`config.mk`:
```
export PLATFORM = sky130hd
export DESIGN_NAME = drive_mode_arbiter
export DESIGN_NICKNAME = d
export VERILOG_FILES = /design/src/rtl/drive_pkg.sv /design/src/rtl/drive_mode_arbiter_tick_gen.sv /design/src/rtl/drive_mode_arbiter.sv
export SDC_FILE = /design/constraint.sdc
export NUM_CORES = 1
export LEC_CHECK = 0
export ABC_CLOCK_PERIOD_IN_PS = 2300
export BUFFER_PORTS_ARGS = -buffer_cell sky130_fd_sc_hd__buf_4
export CELL_PAD_IN_SITES_DETAIL_PLACEMENT = 1
export CELL_PAD_IN_SITES_GLOBAL_PLACEMENT = 1
export CORE_MARGIN = 4
export CORE_UTILIZATION = 43
export CTS_CLUSTER_DIAMETER = 30
export CTS_CLUSTER_SIZE = 25
export DETAILED_ROUTE_END_ITERATION = 10
export PLACE_DENSITY = 0.85
export SYNTH_ARGS = -nofsm -noshare
export SYNTH_HDL_FRONTEND = slang
export SYNTH_SLANG_ARGS = --single-unit
```
`constraint.sdc`:
```
create_clock -name sys_clk -period 2.3 [get_ports sys_clk]
set_input_delay 0.23 -clock sys_clk [delete_from_list [all_inputs] [get_ports sys_clk]]
set_output_delay 0.23 -clock sys_clk [all_outputs]
set_load 0.02 [all_outputs]
```
`src/rtl/drive_pkg.sv`:
```
// Shared chassis command codes and arbiter state encoding, used by the arbiter
// and by both driving controllers.
package drive_pkg;

  localparam logic [1:0] MOVE = 2'b10;
  localparam logic [1:0] TURN = 2'b01;
  localparam logic [1:0] WAIT = 2'b00;

  localparam logic [3:0] FRONT = 4'b0001;
  localparam logic [3:0] BACK  = 4'b0010;
  localparam logic [3:0] RIGHT = 4'b0100;
  localparam logic [3:0] LEFT  = 4'b1000;

  typedef enum logic [2:0] {
    OFF    = 3'd0,
    IDLE   = 3'd1,
    MANUAL = 3'd2,
    AUTO   = 3'd3,
    DRAIN  = 3'd4,
    DONE   = 3'd5
  } arb_state_t;

  typedef struct packed {
    logic [1:0] st;
    logic [3:0] mv;
  } motion_t;

  localparam motion_t SAFE_CMD = '{st: WAIT, mv: FRONT};

endpackage

```
`src/rtl/drive_mode_arbiter_tick_gen.sv`:
```
// Prescaler producing a one-cycle tick every TICK_DIV cycles; held at zero
// while disabled so the tick phase restarts on every power-up.
module tick_gen #(
  parameter int TICK_DIV = 2000000
) (
  input  logic i_clk,
  input  logic i_rst,
  input  logic i_en,
  output logic o_tick
);

  localparam int CW = (TICK_DIV > 1) ? $clog2(TICK_DIV) : 1;
  localparam logic [CW-1:0] LAST = CW'(TICK_DIV - 1);

  logic [CW-1:0] r_presc;

  always_ff @(posedge i_clk) begin
    if (i_rst || !i_en) begin
      r_presc <= '0;
    end else if (r_presc == LAST) begin
      r_presc <= '0;
    end else begin
      r_presc <= r_presc + 1'b1;
    end
  end

  assign o_tick = i_en && (r_presc == LAST);

endmodule

```
`src/rtl/drive_mode_arbiter.sv`:
```
// Arbitrates the chassis command bus and beacon actuator between the manual
// and autonomous controllers, with power sequencing and a stop dwell on switch.
module drive_mode_arbiter
  import drive_pkg::*;
#(
  parameter int TICK_DIV         = 2000000,
  parameter int SWITCH_TICKS     = 25,
  parameter int BEACON_GAP_TICKS = 10,
  parameter int MAX_BEACONS      = 15
) (
  input  logic       sys_clk,
  input  logic       rst,
  input  logic       power,
  input  logic       mode_sel,
  input  logic [1:0] man_state,
  input  logic [3:0] man_move,
  input  logic [1:0] auto_state,
  input  logic [3:0] auto_move,
  input  logic       auto_pl_beacon,
  input  logic       auto_de_beacon,
  output logic [1:0] next_state,
  output logic [3:0] next_moving_state,
  output logic       auto_en,
  output logic       place_pulse,
  output logic [3:0] beacon_cnt,
  output logic       done,
  output logic       mode_busy
);

  localparam int DW_RAW = $clog2(SWITCH_TICKS + 1);
  localparam int GW_RAW = $clog2(BEACON_GAP_TICKS + 1);
  localparam int DW     = (DW_RAW < 1) ? 1 : DW_RAW;
  localparam int GW     = (GW_RAW < 1) ? 1 : GW_RAW;

  arb_state_t    r_state, w_nxt;
  motion_t       r_cmd, w_cmd;
  logic          r_auto_en, r_place, r_done, r_busy;
  logic [3:0]    r_beacon_cnt;
  logic [DW-1:0] r_drain_cnt;
  logic [GW-1:0] r_gap;
  logic          r_pl_d, r_de_d;
  logic          w_tick, w_tick_en, w_pl_edge, w_de_edge, w_accept, w_auto_entry;

  assign w_tick_en = (r_state != OFF);

  tick_gen #(.TICK_DIV(TICK_DIV)) u_tick_gen (
    .i_clk  (sys_clk),
    .i_rst  (rst),
    .i_en   (w_tick_en),
    .o_tick (w_tick)
  );

  assign w_pl_edge    = auto_pl_beacon & ~r_pl_d;
  assign w_de_edge    = auto_de_beacon & ~r_de_d;
  assign w_accept     = (r_state == AUTO) && w_pl_edge &&
                        (r_beacon_cnt < 4'(MAX_BEACONS)) && (r_gap == '0);
  assign w_auto_entry = (r_state != AUTO) && (w_nxt == AUTO);

  // Next state and the command that goes with it; outputs are registered
  // against the state being entered so they change together with it.
  always_comb begin
    w_nxt = r_state;
    if (!power) begin
      w_nxt = OFF;
    end else begin
      case (r_state)
        OFF:     w_nxt = IDLE;
        IDLE:    w_nxt = mode_sel ? AUTO : MANUAL;
        MANUAL:  if (mode_sel) w_nxt = DRAIN;
        AUTO: begin
          if (w_de_edge)      w_nxt = DONE;
          else if (!mode_sel) w_nxt = DRAIN;
        end
        DRAIN: begin
          if (w_tick && (r_drain_cnt == DW'(SWITCH_TICKS - 1)))
            w_nxt = mode_sel ? AUTO : MANUAL;
        end
        DONE:    if (!mode_sel) w_nxt = DRAIN;
        default: w_nxt = OFF;
      endcase
    end

    w_cmd = SAFE_CMD;
    if (w_nxt == MANUAL) begin
      w_cmd = '{st: man_state, mv: man_move};
    end else if (w_nxt == AUTO) begin
      w_cmd = '{st: auto_state, mv: auto_move};
    end
  end

  always_ff @(posedge sys_clk) begin
    if (rst) begin
      r_state      <= OFF;
      r_cmd        <= SAFE_CMD;
      r_auto_en    <= 1'b0;
      r_place      <= 1'b0;
      r_done       <= 1'b0;
      r_busy       <= 1'b0;
      r_beacon_cnt <= '0;
      r_drain_cnt  <= '0;
      r_gap        <= '0;
      r_pl_d       <= 1'b0;
      r_de_d       <= 1'b0;
    end else begin
      r_state   <= w_nxt;
      r_cmd     <= w_cmd;
      r_auto_en <= (w_nxt == AUTO);
      r_done    <= (w_nxt == DONE);
      r_busy    <= (w_nxt == DRAIN);
      r_place   <= w_accept;
      r_pl_d    <= auto_pl_beacon;
      r_de_d    <= auto_de_beacon;

      // Counter sits at zero outside DRAIN, so every entry starts a full dwell.
      if (r_state != DRAIN) begin
        r_drain_cnt <= '0;
      end else if (w_tick) begin
        r_drain_cnt <= r_drain_cnt + 1'b1;
      end

      if (w_auto_entry) begin
        r_beacon_cnt <= '0;
        r_gap        <= '0;
      end else if (w_accept) begin
        r_beacon_cnt <= r_beacon_cnt + 1'b1;
        r_gap        <= GW'(BEACON_GAP_TICKS);
      end else if (w_tick && (r_gap != '0)) begin
        r_gap <= r_gap - 1'b1;
      end
    end
  end

  assign next_state        = r_cmd.st;
  assign next_moving_state = r_cmd.mv;
  assign auto_en           = r_auto_en;
  assign place_pulse       = r_place;
  assign beacon_cnt        = r_beacon_cnt;
  assign done              = r_done;
  assign mode_busy         = r_busy;

endmodule

```
==> results.yml, run 1 <==
sta:
  timing.fmax_ghz: 0.466
  fin_skew_ns: 0.0107
  rsz0062_at_grt: "false"
  slew_headroom_pct: 54.0
  finalHoldViolCount: 0
  post-route-period-util_pct: 93.2
  fin_crit_ns: 2.14
  fin_setup_tns_ns: 0
  drv_slew: 0
  setup_viol: 0
  worst_pin_slew_ns: 0.685
placed_design:
  gp_congestion: 0.756
  place_hpwl_um: 4200
  io_buffers: 31
setup_path:
  regToRegEndpoint: "done"
  worstPathMaxFanout: 7
  end_kind: "flop"
  worstSetupStartpointType: "flop"
  worst_ep_required_time_ns: 2.55
  r2r_start: "u_tick_gen.r_presc[0]"
  r2r_slack_ns: 0.16
  r2r_cells: 6
  path_class: "reg -> reg"
  worstPathArrival_ns: 2.39
power_and_ir_drop:
  pwr-share-comb_pct: 7.4
  p_seq_share_pct: 57.9
  peakVddDrop_mv: 0.243
  p_int_w: 0.00114
  power.share.clock_pct: 34.7
  swShare_pct: 23.1
  p_switching_w: 0.000343
  power_density_mw_per_mm2: 539
  leakagePower_nw: 0.975
  power_w: 0.00149
clocking:
  numCtsBuffers: 5
  clkLatencyLatePin_ns: 0.30
  clkSinkCount: 49
  cts_resized: 0
  cts_setup_buffers: 0
  cts_tree: "done"
  clk_pin_slew_ns: 0.09
  cts_max_path_buffers: 2
  cts-root-buf: "clkbuf_8"
  cts_hold_buffers: 0
  htree_levels: 2
yosys:
  synthArstFlopShare_pct: 0
  syn_inst: 259
  syn_area_mm2: 0.00232
  synth-seq-cells: 49
  ys.flop_type: "dfxtp_1"
  synth_top_family_by_area: "simple AND/OR/NAND/NOR gates"
  synth_fa_ha_area_share_pct: 2.69
  yosysSeqAreaShare_pct: 42.2
  synth_compound_area_share_pct: 10.5
  synthXorXnorAreaFrac_pct: 9.42
  synth_edf_count: 0
  yosys_warnings: 0
  syn_avg_cell_area_um2: 8.98
  syn-num-nets: 282
  yosys.area_share.simple_pct: 30.6
  synthMuxAreaShare_pct: 1.35
  ys_types: 54
die:
  core_mm2: 0.00517
  die_h_um: 81.5
  io-pin-count: 32
  initial_core_util_pct: 44.9
  die_x_um: 81.5
  dieArea_mm2: 0.00665
  rows: 26
detailed_routing:
  avgViaCountPerCell: 5.56
  routed_wl_um: 5610
  vias: 2042
  wl_per_cell_um: 15.3
  drt_first_pass_iters: 4
  antenna_left: 0
  first_iter_violations: 88
  drc: 0
min_path:
  min_path_type: "in -> reg"
  hp-start: "power"
  hold_path_depth: 2
  holdPathEnd: "mode_busy"
global_routing:
  grt_overflow: 0
  grt_max_degree: 22
  grtUsageTotal_pct: 18.2
  grt_pass1_vias: 2098
  grt_pass1_wl_um: 9350
  antenna_found_initial: 0
layout:
  layout.nets: 320
  syn_to_final_growth_pct: 18.5
  antenna_cells: 0
  drive_above_1_share_pct: 20.9
  utilization_pct: 53.3
  fillers: 628
status:
  outcome: "complete, no violations"
flow_run:
  cap_viol_max_count: 0
-- cell usage in the layout (no fill, tap or decap), drive strengths merged, types with 4 or more instances in the layout --
| cell type | n |
|---|---|
| o21ai | 11 |
| a21oi | 6 |
| nor2 | 39 |
| nand4 | 7 |
| a211oi | 6 |
| dfxtp | 49 |
| xnor2 | 8 |
| clkbuf | 7 |
| inv | 8 |
| nor3 | 7 |
| buf | 40 |
| ha | 5 |
| xor2 | 17 |
| nand2 | 17 |
| nor2b | 4 |
| nor4b | 4 |
| nor4 | 5 |
| nand3 | 19 |
-- how the worst max path moves through the flow --
stage,slack [ns],start,to,depth (start not counted)
after floorplan,0.30,u_tick_gen.r_presc[0],next_moving_state[0],7
after global placement,0.22,u_tick_gen.r_presc[0],next_state[0],6
after detailed placement,0.16,u_tick_gen.r_presc[0],done,6
after CTS,0.13,u_tick_gen.r_presc[0],done,6
after global routing,0.008,u_tick_gen.r_presc[0],done,6
final,0.16,u_tick_gen.r_presc[0],done,6
-- flip-flops by register name (all words and copies together) (netlist names) --
register / count
auto_en: 1
beacon_cnt: 4
done: 1
mode_busy: 1
next_moving_state: 4
next_state: 2
place_pulse: 1
r_de_d: 1
r_drain_cnt: 5
r_gap: 4
r_pl_d: 1
r_state: 3
u_tick_gen.r_presc: 21
-- layer usage --
| layer | GRT usage (%) | vias to the layer above | wire length (µm) |
|---|---|---|---|
| met5 | 0 | - | 0 |
| met4 | 7.26 | 0 | 93 |
| met3 | 4.28 | 10 | 256 |
| met2 | 34.4 | 43 | 2960 |
| met1 | 19.0 | 999 | 2300 |
| li1 | - | 990 | - |
-- cell usage after synthesis, types with 4 or more instances --
master,count,area (µm²)
xnor2_1,8,70.1
clkbuf_1,6,22.5
nor2b_1,4,25.0
dfxtp_1,49,981
o21ai_0,10,50.1
a211oi_1,6,45.0
nand2_1,16,60.1
nand3_1,18,90.1
nor3_1,6,30.0
nor2_1,39,146
xor2_1,17,149
a21oi_1,6,30.0
nand4_1,6,37.5
inv_1,8,30.0
ha_1,5,62.6
-- cell families after synthesis --
family / count (synthesis)
and+or+nand+nor: 124
DFF: 49
AOI/OAI and AO/OA: 36
xor gates and xnor gates: 25
buffers and inverters: 17
adders and majority gates: 5
muxes: 3
-- power groups by stage --
stage | sequential, W | combinational (W) | clock, W
final | 0.000859 | 0.000110 | 0.000516
after global routing | 0.000861 | 0.000120 | 0.000575
after CTS | 0.000860 | 0.000110 | 0.000531
after detailed placement | 0.000880 | 0.000109 | 0
after global placement | 0.000879 | 0.000107 | 0
after floorplan | 0.000883 | 0.0000551 | 0
-- area by class of cell --
class	instances	area [µm²]	area share, %
clock buffers	7	86.3	3.13
inverters	8	30.0	1.09
multi-input cells	193	1270	46.1
flip-flops and latches	49	981	35.6
well taps	70	87.6	3.18
repair buffers	40	300	10.9
-- worst max-delay path: stages (launching register included) --
cell and delay (ns):
dfxtp_1 0.38, ha_1 0.21, nand3_2 0.12, or2_1 0.36, or4_1 0.72, nand2_2 0.15
and3_1 0.15
-- stage by stage --
stage	instances	cell area [µm²]	hold slack (ns)	setup slack [ns]
3_3_place_gp	360	2670	0.444	0.225
4_1_cts	367	2760	0.133	0.132
5_1_grt	367	2760	0.136	0.00820
2_1_floorplan	259	2320	0.302	0.300
3_5_place_dp	360	2670	0.458	0.158
6_report	367	2760	0.140	0.156
(Power assumes the default switching activity.)
==> run 2, diff against run 1 <==
--- a/config.mk
+++ b/config.mk
@@ -5,16 +5,17 @@
 export SDC_FILE = /design/constraint.sdc
 export NUM_CORES = 1
 export LEC_CHECK = 0
+export ABC_AREA = 1
 export ABC_CLOCK_PERIOD_IN_PS = 2300
 export BUFFER_PORTS_ARGS = -buffer_cell sky130_fd_sc_hd__buf_4
 export CELL_PAD_IN_SITES_DETAIL_PLACEMENT = 1
 export CELL_PAD_IN_SITES_GLOBAL_PLACEMENT = 1
 export CORE_MARGIN = 4
-export CORE_UTILIZATION = 43
+export CORE_UTILIZATION = 42
 export CTS_CLUSTER_DIAMETER = 30
 export CTS_CLUSTER_SIZE = 25
 export DETAILED_ROUTE_END_ITERATION = 10
-export PLACE_DENSITY = 0.85
+export PLACE_DENSITY_LB_ADDON = 0.1
 export SYNTH_ARGS = -nofsm -noshare
 export SYNTH_HDL_FRONTEND = slang
 export SYNTH_SLANG_ARGS = --single-unit
==> run 2 against run 1 <==
Non-clock buffer count decreased by 8. Global-route usage fell by 1.5 points. Worst setup slack better by 0.30 ns. Combinational power is essentially flat. Total power decreased by 1.6%. Core utilization decreased by 2.4 points. Clock skew down 0.0061 ns. Via count grew 3.7%. Highest routed layer unchanged. Sequential power about the same.
==> results.yml, run 2 <==
detailed_routing:
  vias: 2118
  wl_per_cell_um: 12.6
  first_iter_violations: 48
  antenna_left: 0
  drt_first_pass_iters: 3
  drc: 0
  routed_wl_um: 5510
  avgViaCountPerCell: 4.86
layout:
  layout.nets: 386
  drive_above_1_share_pct: 16.8
  final_common_cell: "inv_1"
  postLayoutCellArea_mm2: 0.00284
  syn_to_final_growth_pct: 15.8
  mostFrequentLayoutCells: "inv_1 (58), nor2_1 (50), dfxtp_1 (49)"
  antenna_cells: 0
  top_register: "u_tick_gen.r_presc"
  reg.largest.list: "u_tick_gen.r_presc (21), r_drain_cnt (5)"
  largest_reg_flops: 21
power_and_ir_drop:
  power_density_mw_per_mm2: 515
  peakVddDrop_mv: 0.244
  leakagePower_nw: 1.18
die:
  die_h_um: 84.4
  io-pin-count: 32
  rows: 27
  core_mm2: 0.00557
  dieArea_mm2: 0.00712
  initial_core_util_pct: 44.0
  die_x_um: 84.4
clocking:
  cts-root-buf: "clkbuf_8"
  cts_max_path_buffers: 2
  clkSinkCount: 49
  htree_levels: 2
  cts_setup_buffers: 0
  clk_pin_slew_ns: 0.09
  cts_hold_buffers: 0
  clkLatencyLatePin_ns: 0.29
  numCtsBuffers: 5
  cts_resized: 0
  cts_tree: "done"
setup_path:
  crit_start: "u_tick_gen.r_presc[0]"
  path_class: "reg -> reg"
  r2r_slack_ns: 0.45
  end_kind: "flop"
  worstSetupStartpointType: "flop"
  r2r_start: "u_tick_gen.r_presc[0]"
  worstPathMaxFanout: 6
  worst_ep_required_time_ns: 2.49
  worstPathArrival_ns: 2.04
placed_design:
  io_buffers: 31
  dp_slack_ns: 0.429
  gp_congestion: 0.834
  place_hpwl_um: 4330
  placement.cell_area_mm2: 0.00276
global_routing:
  grt_max_degree: 22
  grt_pass1_vias: 2246
  antenna_found_initial: 0
  grtUsageTotal_pct: 16.7
  grt_pass1_wl_um: 9920
  grt_overflow: 0
min_path:
  min_path_type: "in -> reg"
  hp-start: "power"
sta:
  drv_slew: 0
  finalHoldViolCount: 0
  fin_crit_ns: 1.85
  rsz0062_at_grt: "false"
  slew_headroom_pct: 69.4
  fin_setup_tns_ns: 0
  fin_skew_ns: 0.00460
  worst_pin_slew_ns: 0.458
  fin_ws_ns: 0.452
  post-route-period-util_pct: 80.4
  setup_viol: 0
  timing.fmax_ghz: 0.541
yosys:
  syn_area_mm2: 0.00245
  ys_top_cells_by_count: "inv_1 (58), nor2_1 (50), dfxtp_1 (49)"
  yosysSeqAreaShare_pct: 40.0
  synth_area_leaders: "dfxtp_1 (40%), inv_1 (8.9%), nor2_1 (7.7%), nand2_1 (7.4%), nand3_1 (3.5%)"
  yosys_warnings: 0
  ys_types: 38
  syn-num-nets: 350
  synth-seq-cells: 49
  syn_inst: 327
  syn_avg_cell_area_um2: 7.50
  synth_top_area_share_pct: 40.0
  synth.largest_area_cell: "dfxtp_1"
  synth.most_common_cell: "inv_1"
  synthArstFlopShare_pct: 0
  synth_edf_count: 0
  ys.flop_type: "dfxtp_1"
flow_run:
  cap_viol_max_count: 0
status:
  outcome: "complete, no violations"
==> run 2: cell count changes after synthesis, sizes merged, moves of 4 or more <==
cell and change:
nand2 +34, xor2 -10, a21oi +10, nor2b -4
xnor2 -5, nor2 +18, a211oi -4, nor4b -4
o21ai +4, inv +50, nor3 +5, clkbuf -6
==> run 2: critical path: stages (launching register included) <==
cell	delay [ns]
dfxtp_1	0.36
ha_1	0.21
nand3_2	0.14
nor2_2	0.15
nand3_2	0.09
nor2_4	0.18
nand4_4	0.13
a21oi_2	0.19
nand3_2	0.11
nand2_2	0.14
nor2_1	0.06
==> run 2: worst paths after layout <==
path	endpoint	depth (start not counted)
setup / recovery	beacon_cnt[2]	10
hold / removal	mode_busy	2
setup reg to reg	beacon_cnt[2]	10
hold reg to reg	u_tick_gen.r_presc[0]	1
==> run 2: cell families (layout without fill, tap and decap cells) <==
| group | after synthesis | count (layout) | synth area share, % |
|---|---|---|---|
| simple gates | 159 | 159 | 33.2 |
| buf+inv | 61 | 98 | 9.85 |
| flops | 49 | 49 | 40.0 |
| compound gates | 42 | 42 | 10.4 |
| xor+xnor | 10 | 10 | 3.57 |
| fa+ha+maj | 5 | 5 | 2.55 |
| mux | 1 | 1 | 0.408 |
==> run 2: stage by stage <==
stage / cells / util (%) / hold WS (ns) / power [W]
finish: 436 / 50.9 / 0.125 / 0.00146
floorplan: 327 / - / 0.302 / 0.000952
detailed placement: 428 / 49.5 / 0.432 / 0.000997
global placement: 428 / 49.5 / 0.431 / 0.000993
global route: 436 / 50.9 / 0.119 / 0.00155
CTS: 436 / 50.9 / 0.115 / 0.00149
==> run 2: area by class of cell <==
class / instances / area [µm²]
fill: 743 / 2740
multi-input combinational: 217 / 1230
sequential: 49 / 981
timing repair buffer: 32 / 240
inverter: 58 / 218
tap: 72 / 90.1
clock buffer: 8 / 80.1
==> run 2: metal layers <==
layer | GRT usage [%] | wire length (µm) | vias to the layer above
met5 | 0 | 0 | -
met4 | 3.45 | 53 | 0
met3 | 3.34 | 162 | 8
met2 | 31.8 | 2910 | 22
met1 | 19.1 | 2390 | 980
li1 | - | - | 1108
==> run 2: power by group <==
| group | total (W) | internal, W | switching [W] |
|---|---|---|---|
| Combinational | 0.000112 | 0.0000456 | 0.0000665 |
| Sequential | 0.000862 | 0.000857 | 0.00000542 |
| Clock | 0.000487 | 0.000217 | 0.000270 |
| Total | 0.00146 | 0.00112 | 0.000342 |
